<file path="src/rtl/shift_seq_unit.sv">
// -----------------------------------------------------------------------------
// shift_seq_unit
//   Power-of-two multiply/divide engine. A value is loaded with L, then a
//   start command runs a programmable number of single-bit shifts, one per
//   clock, in one of four modes. Sequences with amt >= n are legal: SHL/SHR
//   saturate to zero, SAR saturates to all-sign and ROL wraps.
//
// Parameters
//   n   data width in bits (n >= 2)
//   SW  width of the shift-amount input
//
// Ports
//   clk    in   clock, all state updates on the rising edge
//   rst    in   synchronous active-high reset, overrides every other input
//   R      in   [n-1:0]  value to load
//   L      in   load strobe; aborts a running sequence without a done pulse
//   start  in   begin a sequence (accepted only when idle and L is low)
//   amt    in   [SW-1:0] number of single-bit shifts
//   mode   in   [1:0] 00 SHL, 01 SHR logical, 10 SAR arithmetic, 11 ROL
//   res    out  [n-1:0]  current register value
//   busy   out  high while a sequence is running
//   done   out  one-cycle pulse after the final shift (or after start, amt=0)
//   lost   out  sticky: a 1 bit was shifted out in the current/last sequence
// -----------------------------------------------------------------------------
module shift_seq_unit #(
  parameter int n  = 8,
  parameter int SW = 4
) (
  input  logic          clk,
  input  logic          rst,
  input  logic [n-1:0]  R,
  input  logic          L,
  input  logic          start,
  input  logic [SW-1:0] amt,
  input  logic [1:0]    mode,
  output logic [n-1:0]  res,
  output logic          busy,
  output logic          done,
  output logic          lost
);

  typedef enum logic {
    IDLE = 1'b0,
    RUN  = 1'b1
  } state_t;

  typedef enum logic [1:0] {
    MODE_SHL = 2'b00,
    MODE_SHR = 2'b01,
    MODE_SAR = 2'b10,
    MODE_ROL = 2'b11
  } mode_t;

  state_t        state_q, state_d;
  mode_t         mode_q;
  logic [SW-1:0] count_q;

  logic          accept;     // start taken this edge
  logic          step;       // one shift performed this edge
  logic          last_step;  // this shift is the final one of the sequence
  logic [n-1:0]  shift_val;
  logic          shift_out;

  // ---------------------------------------------------------------------------
  // State register
  // ---------------------------------------------------------------------------
  // NOTE: sequential state uses non-blocking assignments so every register
  // samples the pre-edge values of the others, independent of block order.
  always_ff @(posedge clk) begin
    if (rst) begin
      state_q <= IDLE;
    end else begin
      state_q <= state_d;
    end
  end

  // ---------------------------------------------------------------------------
  // Next-state logic. A load always returns to IDLE, which is how a running
  // sequence gets aborted.
  // ---------------------------------------------------------------------------
  // NOTE: every variable driven from always_comb receives a default first, so
  // no path leaves it unassigned and no latch is inferred.
  always_comb begin
    state_d = state_q;
    if (L) begin
      state_d = IDLE;
    end else begin
      case (state_q)
        IDLE:    if (start && (amt != '0)) state_d = RUN;
        RUN:     if (last_step)            state_d = IDLE;
        default: state_d = IDLE;
      endcase
    end
  end

  // ---------------------------------------------------------------------------
  // Output / control decode
  // ---------------------------------------------------------------------------
  always_comb begin
    busy      = (state_q == RUN);
    accept    = !L && (state_q == IDLE) && start;
    step      = !L && (state_q == RUN);
    last_step = (count_q == SW'(1));
  end

  // ---------------------------------------------------------------------------
  // One shift step in the latched mode. Pure bit moves, nothing wider than n.
  // ---------------------------------------------------------------------------
  always_comb begin
    shift_val = res;
    shift_out = 1'b0;
    case (mode_q)
      MODE_SHL: begin
        shift_val = {res[n-2:0], 1'b0};
        shift_out = res[n-1];
      end
      MODE_SHR: begin
        shift_val = {1'b0, res[n-1:1]};
        shift_out = res[0];
      end
      MODE_SAR: begin
        shift_val = {res[n-1], res[n-1:1]};
        shift_out = res[0];
      end
      MODE_ROL: begin
        // Rotation never loses information, so lost is untouched.
        shift_val = {res[n-2:0], res[n-1]};
        shift_out = 1'b0;
      end
      default: begin
        shift_val = res;
        shift_out = 1'b0;
      end
    endcase
  end

  // ---------------------------------------------------------------------------
  // Datapath: value, sticky lost flag, done pulse, latched mode and count.
  // mode/amt are captured at start so later changes on the inputs are ignored.
  // ---------------------------------------------------------------------------
  always_ff @(posedge clk) begin
    if (rst) begin
      res     <= '0;
      lost    <= 1'b0;
      done    <= 1'b0;
      count_q <= '0;
      mode_q  <= MODE_SHL;
    end else if (L) begin
      res     <= R;
      lost    <= 1'b0;
      done    <= 1'b0;
      count_q <= '0;
    end else if (accept) begin
      mode_q  <= mode_t'(mode);
      count_q <= amt;
      lost    <= 1'b0;
      // A zero-length sequence completes immediately without entering RUN.
      done    <= (amt == '0);
    end else if (step) begin
      res     <= shift_val;
      lost    <= lost | shift_out;
      count_q <= count_q - SW'(1);
      done    <= last_step;
    end else begin
      done    <= 1'b0;
    end
  end

endmodule

</file>
<file path="config.mk">
export PLATFORM = sky130hd
export DESIGN_NAME = shift_seq_unit
export DESIGN_NICKNAME = d
export VERILOG_FILES = /design/src/rtl/shift_seq_unit.sv
export SDC_FILE = /design/constraint.sdc
export NUM_CORES = 1
export LEC_CHECK = 0
export CORE_ASPECT_RATIO = 1.5
export CORE_MARGIN = 2
export CORE_UTILIZATION = 42
export CTS_CLUSTER_DIAMETER = 120
export DETAILED_ROUTE_END_ITERATION = 6
export PLACE_DENSITY = 0.76
export SLEW_MARGIN = 25
export SYNTH_ARGS = -nofsm -noshare
export SYNTH_HDL_FRONTEND = slang
export SYNTH_SLANG_ARGS = --single-unit
</file>
<file path="constraint.sdc">
create_clock -name clk -period 1.3 [get_ports clk]
set_input_delay 0.39 -clock clk [delete_from_list [all_inputs] [get_ports clk]]
set_output_delay 0.39 -clock clk [all_outputs]
set_load 0.02 [all_outputs]
</file>
==> out/qor.csv, run 1 <==
stage,metric,value,unit
clock_tree,clock buffer count from CTS,3,
final_layout,layout cells sized above 1,36.9,%
critical_path,R2R Setup Slk,-0.02,ns
place,placed cells,184,
logic_synthesis,Synth cell types,40,
run_status,violated checks,setup timing,
drt,Starting DRT DRC Count,14,
place,# port buffers,28,
critical_path,Slowest cell on crit path,dfxtp_4,
sta,Worst Tran Pin Value,0.372,ns
critical_path,Startpoint Class,flop,
logic_synthesis,Post-synth EDFFs,0,
global_route,total track usage,22.1,%
clock_tree,H-tree depth,1,
sta,Final Hold Viols,0,
power_and_ir_drop,combinational share of power,32.1,%
sta,Fin Setup TNS,-0.0441,ns
worst_hold_path,WHS Path Cells,1,
global_route,vias in the first global route,1125,
power_and_ir_drop,Power Internal,0.878,mW
clock_tree,CTS tree,done,
floorplanning,Die Y,64.5,um
critical_path,CP max stage delay,0.40,ns
logic_synthesis,Synth top area share,33.2,%
critical_path,CP endpoint kind,flop,
global_route,grt ovf,0,
drt,vias,1077,
power_and_ir_drop,P_sw,0.390,mW
critical_path,worst r2r dst,res[1],
drt,Routed WL per cell,14.5,um
power_and_ir_drop,switch share,30.8,%
floorplanning,site row count,21,
global_route,pin count of the biggest net entering global routing,20,
sta,final worst slack,-0.0235,ns
critical_path,Worst Reg-to-Reg Cells,5,
run_status,status,"finished, violations left",
floorplanning,core area,2290,um^2
power_and_ir_drop,leak pwr,0.647,nW
worst_hold_path,worst min path class,flop to flop,
power_and_ir_drop,part of the power in the clock network,23.0,%
clock_tree,"Reg clk slew, reported paths",0.11,ns
logic_synthesis,most frequent cell after synthesis,dfxtp_1,
drt,vias per cell,5.64,
floorplanning,Starting Density,44.9,%
logic_synthesis,post-synth top area cell,dfxtp_1,
critical_path,critical path class,flop to flop,
power_and_ir_drop,total power,1.27,mW
global_route,initial antenna violation count,0,
worst_hold_path,Hold Path End,lost,
sta,endpoints failing setup,3,
logic_synthesis,Area contributors post-synth,"dfxtp_1 33%, ha_1 7.3%, nor3_1 5.4%",
final_layout,Final Cell Area,1590,um^2
logic_synthesis,Seq cells post-synth,17,
sta,"Period Utilization, post-route",102,%
clock_tree,clock sink count,17,
logic_synthesis,sequential fraction of the synthesis area,33.2,%
power_and_ir_drop,Power Density,798,nW/um^2
logic_synthesis,Syn. warnings,0,
final_layout,Final nets,193,
final_layout,Layout area overhead,55.0,%
place,dpl cell area,1490,um^2
clock_tree,Worst-Skew Late Latency,0.30,ns
floorplanning,I/O pin cnt,29,
worst_hold_path,HP Start,lost,
logic_synthesis,main flop type after synthesis,dfxtp_1,
logic_synthesis,synthesized area per cell,8.55,um^2
final_layout,FILL cells,189,
job,Max Cap Viol,0,
drt,Residual DRC,0,
power_and_ir_drop,VDD IR max,0.000583,V
clock_tree,maximum buffer depth of the clock tree,2,
critical_path,Worst R2R Start,mode_q[1],
sta,min cycle time layout,1.32,ns
floorplanning,area of the die,2860,um^2
logic_synthesis,most frequent cells after synthesis,"17 x dfxtp_1, 12 x nand2_1, 11 x nor3_1, 8 x nor2_1, 7 x nor2b_1",
logic_synthesis,Synth Net Count,144,
sta,Clock Skew,0.00985,ns
global_route,first-pass GRT wire length,4.74,mm
critical_path,CP max FO,7,
critical_path,worst path required time,1.50,ns
power_and_ir_drop,Sequential Power Share,44.9,%
place,GP Congestion,0.831,
place,post-DP HPWL,2.11,mm
clock_tree,Clk Tree Root Cell,clkbuf_4,
final_layout,fin cells,191,
drt,Routed Antenna Nets,0,
sta,Slew Limit Fails,0,
drt,WL final,2.77,mm
logic_synthesis,asr flop ratio synth,0,%
clock_tree,hold buffers post-CTS,0,
place,dpl ws,-0.385,ns
floorplanning,die width,44.4,um
final_layout,final antenna diode count,0,
sta,Fmax,756,MHz
logic_synthesis,Syn Inst Count,120,
drt,drt pass-1 iters,4,
logic_synthesis,Netlist Area Pre-Place,1030,um^2
sta,unrepaired setup endpoints after global routing,yes,
sta,max_slew headroom,75.0,%
critical_path,Worst Path Arrival,1.52,ns
critical_path,critical path cell sequence,inv_4 -> ha_4 -> or2_4 -> a221oi_4 -> a211oi_2,
## per-layer routing
metal | routed length [um] | track usage [%]
met1 | 1070 | 23.6
met2 | 1500 | 39.3
met3 | 100 | 3.06
met4 | 102 | 12.9
met5 | 0 | 0
## cell usage in the layout, fill, tap and decap left out, types with 5 or more instances in the layout
| master | n |
|---|---|
| buf_4 | 18 |
| nor3_1 | 11 |
| nor2b_1 | 7 |
| nor2_1 | 8 |
| clkdlybuf4s50_1 | 15 |
| dfxtp_1 | 15 |
| buf_2 | 11 |
| nand2_1 | 12 |
| a21boi_1 | 5 |
| a221oi_2 | 5 |
## area by class of cell
| cell class | instances | area (um^2) | area share [%] |
|---|---|---|---|
| clock inverters | 1 | 5.00 | 0.315 |
| inverters | 6 | 27.5 | 1.73 |
| multi-input cells | 90 | 723 | 45.5 |
| flip-flops and latches | 17 | 348 | 21.9 |
| clock buffers | 3 | 22.5 | 1.42 |
| well taps | 23 | 28.8 | 1.81 |
| repair buffers | 51 | 435 | 27.4 |
## how the worst max path moves through the flow
stage,start,to,slack (ns)
finish,mode_q[1],res[1],-0.02
global route,mode_q[1],res[2],-0.07
CTS,mode_q[1],res[5],-0.008
global placement,L,mode_q[1],-0.34
detailed placement,L,mode_q[0],-0.38
floorplan,mode_q[1],res[1],0.003
## what timing repair did
action,4_1_cts,5_1_grt
gates cloned,0,0
endpoints found under the setup margin,24,15
gates resized for setup,58,8
buffers inserted,1,2
pin swaps,3,2
## kinds of logic (layout without fill, tap and decap cells)
kind of cell,Yosys count,in the layout,share of synthesized area [%]
and+or+nand+nor,50,50,25.7
AOI/OAI and AO/OA,32,32,24.6
DFF,17,17,33.2
buffers and inverters,13,61,7.19
adders and majority gates,6,6,7.32
muxes,2,2,1.95
## flip-flops by register name (all words and copies together) (netlist names)
signal and count:
busy 1, count_q 4, done 1, lost 1
mode_q 2, res 8
## power by group through the flow
stage          logic, mW  clock network (mW)  registers (mW)
2_1_floorplan      0.163                   0           0.615
3_3_place_gp       0.374                   0           0.581
3_5_place_dp       0.381                   0           0.583
4_1_cts            0.387               0.304           0.569
5_1_grt            0.439               0.322           0.573
6_report           0.407               0.292           0.569
## per-stage QoR
step	util, %	hold WS [ns]
2_1_floorplan	-	0.486
3_3_place_gp	65.3	0.467
3_5_place_dp	65.3	0.471
4_1_cts	67.7	0.490
5_1_grt	69.6	0.507
6_report	69.6	0.482
## critical path, delay by kind of cell (launching register included)
family          cells  cell delay (ns)
compound gates      2             0.34
fa+ha+maj           1             0.16
buf+inv             1             0.04
flops               1             0.40
simple gates        1             0.29
Note: power is estimated with default switching activity, not from simulation.
==> run 2: changes to the inputs <==
- CTS_CLUSTER_SIZE: not set -> 30
- clock period: 1.3 -> 1.1 ns (I/O delays scaled with it)
==> out/qor.csv, run 2 (same netlist as run 1, synthesis figures left out) <==
stage,metric,value,unit,change
final_layout,Largest register FFs,8,,unchanged
sta,Worst Tran Pin Value,0.285,ns,-0.0872 ns
floorplanning,I/O pin cnt,29,,unchanged
power_and_ir_drop,combinational share of power,34.8,%,+2.7 points
clock_tree,hold buffers post-CTS,0,,unchanged
drt,Routed WL per cell,15.8,um,+8.8%
final_layout,FILL cells,140,,-26%
final_layout,Final nets,201,,+4.1%
power_and_ir_drop,Power Density,896,nW/um^2,+12%
place,placed cells,190,,+3.3%
place,GP Congestion,0.830,,-0.12%
place,# port buffers,28,,unchanged
critical_path,CP max FO,7,,unchanged
run_status,violated checks,setup timing,,
floorplanning,Die Y,64.5,um,unchanged
power_and_ir_drop,total power,1.62,mW,+28%
clock_tree,H-tree depth,1,,unchanged
drt,vias per cell,5.66,,+0.44%
critical_path,CP max stage delay,0.39,ns,about the same
sta,"Period Utilization, post-route",123,%,+21 points
sta,hold_ws,0.490,ns,+0.00832 ns
sta,Fmax,741,MHz,-1.9%
floorplanning,Starting Density,44.9,%,unchanged
drt,Residual DRC,0,,unchanged
power_and_ir_drop,Power Internal,1.10,mW,+26%
sta,max_slew headroom,81.0,%,+6.0 points
clock_tree,Worst-Skew Late Latency,0.31,ns,about the same
final_layout,most flop-heavy register,res,,
power_and_ir_drop,part of the power in the clock network,23.0,%,about the same
clock_tree,"Reg clk slew, reported paths",0.11,ns,about the same
floorplanning,die width,44.4,um,unchanged
worst_hold_path,worst min path class,flop to flop,,
critical_path,critical path cell sequence,inv_4 -> ha_4 -> or2_4 -> a221oi_4 -> a211oi_2,,
place,post-DP HPWL,2.08,mm,-1.3%
final_layout,Layout area overhead,76.2,%,
job,Max Cap Viol,0,,unchanged
final_layout,layout cells sized above 1,51.1,%,+14 points
final_layout,"most common cell after layout, fill and taps aside",buf_4,,
critical_path,WP buf/inv,1,,unchanged
global_route,initial antenna violation count,0,,unchanged
critical_path,worst path required time,1.31,ns,-0.19 ns
floorplanning,core area,2290,um^2,unchanged
power_and_ir_drop,switch share,31.9,%,+1.2 points
final_layout,fin cells,199,,+4.2%
global_route,vias in the first global route,1099,,-2.3%
global_route,pin count of the biggest net entering global routing,12,,-40%
clock_tree,CTS tree,done,,
sta,unrepaired setup endpoints after global routing,yes,,
final_layout,fin util,79.1,%,+9.5 points
clock_tree,clock buffer count from CTS,3,,unchanged
sta,Fin Setup TNS,-1.77,ns,-1.73 ns
clock_tree,clock sink count,17,,unchanged
global_route,total track usage,21.7,%,-0.36 points
power_and_ir_drop,Sequential Power Share,42.2,%,-2.7 points
critical_path,cell family with most CP delay,flip-flops,,
clock_tree,maximum buffer depth of the clock tree,2,,unchanged
critical_path,Worst Path Arrival,1.56,ns,+0.04 ns
worst_hold_path,WHS Path Cells,1,,unchanged
critical_path,number of cells on the critical path,5,,unchanged
power_and_ir_drop,P_sw,0.518,mW,+33%
final_layout,final antenna diode count,0,,unchanged
sta,Slew Limit Fails,0,,unchanged
run_status,status,"finished, violations left",,
clock_tree,Clk Tree Root Cell,clkbuf_4,,
sta,min cycle time layout,1.35,ns,+0.0262 ns
final_layout,"commonest cells after routing, fill and taps aside","24 x buf_4, 15 x buf_6, 12 x clkdlybuf4s50_1",,
power_and_ir_drop,leak pwr,0.717,nW,+11%
drt,Routed Antenna Nets,0,,unchanged
sta,endpoints failing setup,23,,+20
final_layout,Top Registers,"res x8, count_q x4, mode_q x2",,
global_route,first-pass GRT wire length,4.73,mm,-0.15%
critical_path,critical path class,flop to flop,,
drt,Starting DRT DRC Count,35,,+21
floorplanning,area of the die,2860,um^2,unchanged
floorplanning,site row count,21,,unchanged
critical_path,CP endpoint kind,flop,,
critical_path,Worst Reg-to-Reg Cells,5,,unchanged
power_and_ir_drop,VDD IR max,0.000628,V,+7.8%
sta,Clock Skew,0.00802,ns,-0.00183 ns
drt,WL final,3.14,mm,+13%
drt,drt pass-1 iters,4,,unchanged
sta,Final Hold Viols,0,,unchanged
sta,final worst slack,-0.250,ns,-0.226 ns
drt,vias,1127,,+4.6%
global_route,grt ovf,0,,unchanged
critical_path,Startpoint Class,flop,,
critical_path,Slowest cell on crit path,dfxtp_4,,
run 2: cell types whose count changed in the layout (fill, tap and decap cells not counted), moves of 3 or more:
cell             delta
buf_2              -11
buf_4               +6
buf_6              +12
clkdlybuf4s50_1     -3
dfxtp_1            -12
dfxtp_2            +11
dlygate4sd2_1       +4
run 2: final cells by class:
cell class / count / area [um^2] / share of cell area, %
Timing Repair Buffer: 59 / 573 / 31.7
Inverter: 6 / 27.5 / 1.52
Tap cell: 23 / 28.8 / 1.59
Clock buffer: 4 / 26.3 / 1.45
Sequential cell: 17 / 365 / 20.2
Multi-Input combinational cell: 90 / 787 / 43.5
run 2: power by group through the flow:
stage / combinational [mW] / clock (mW) / sequential (mW)
after floorplan: 0.194 / 0 / 0.728
after global routing: 0.597 / 0.411 / 0.689
after CTS: 0.492 / 0.353 / 0.680
after detailed placement: 0.463 / 0 / 0.688
final: 0.563 / 0.373 / 0.685
after global placement: 0.453 / 0 / 0.686
run 2: worst reg2reg max path, cell delays in order (launching register included):
cell	delay, ns
dfxtp_4	0.39
inv_4	0.05
ha_4	0.15
or2_4	0.29
a221oi_4	0.27
a211oi_2	0.10
run 2: timing repair:
action / in CTS / in global routing
setup endpoints to repair: 28 / 27
pin swaps: 8 / 7
setup buffers: 4 / 0
gates resized for setup: 86 / 33
cloned: 0 / 1
run 2: routing by layer:
| metal | track usage, % | part of all wire (%) | up-vias |
|---|---|---|---|
| met4 | 9.47 | 1.7 | 0 |
| met2 | 40.1 | 57 | 24 |
| met3 | 2.23 | 3.0 | 5 |
| met1 | 23.8 | 38 | 548 |
| met5 | 0 | 0 | - |
| li1 | - | - | 550 |
run 2: worst paths after layout:
check,startpoint,end,slack [ns]
hold reg to reg,lost,lost,0.49
setup / recovery,mode_q[0],res[1],-0.25
setup reg to reg,mode_q[0],res[1],-0.25
hold / removal,lost,lost,0.49
run 2: per-stage QoR:
step | setup WS (ns) | cell area [um^2]
after global placement | -0.494 | 1540
final | -0.250 | 1810
after floorplan | -0.197 | 1080
after CTS | -0.227 | 1640
after detailed placement | -0.556 | 1540
after global routing | -0.301 | 1810
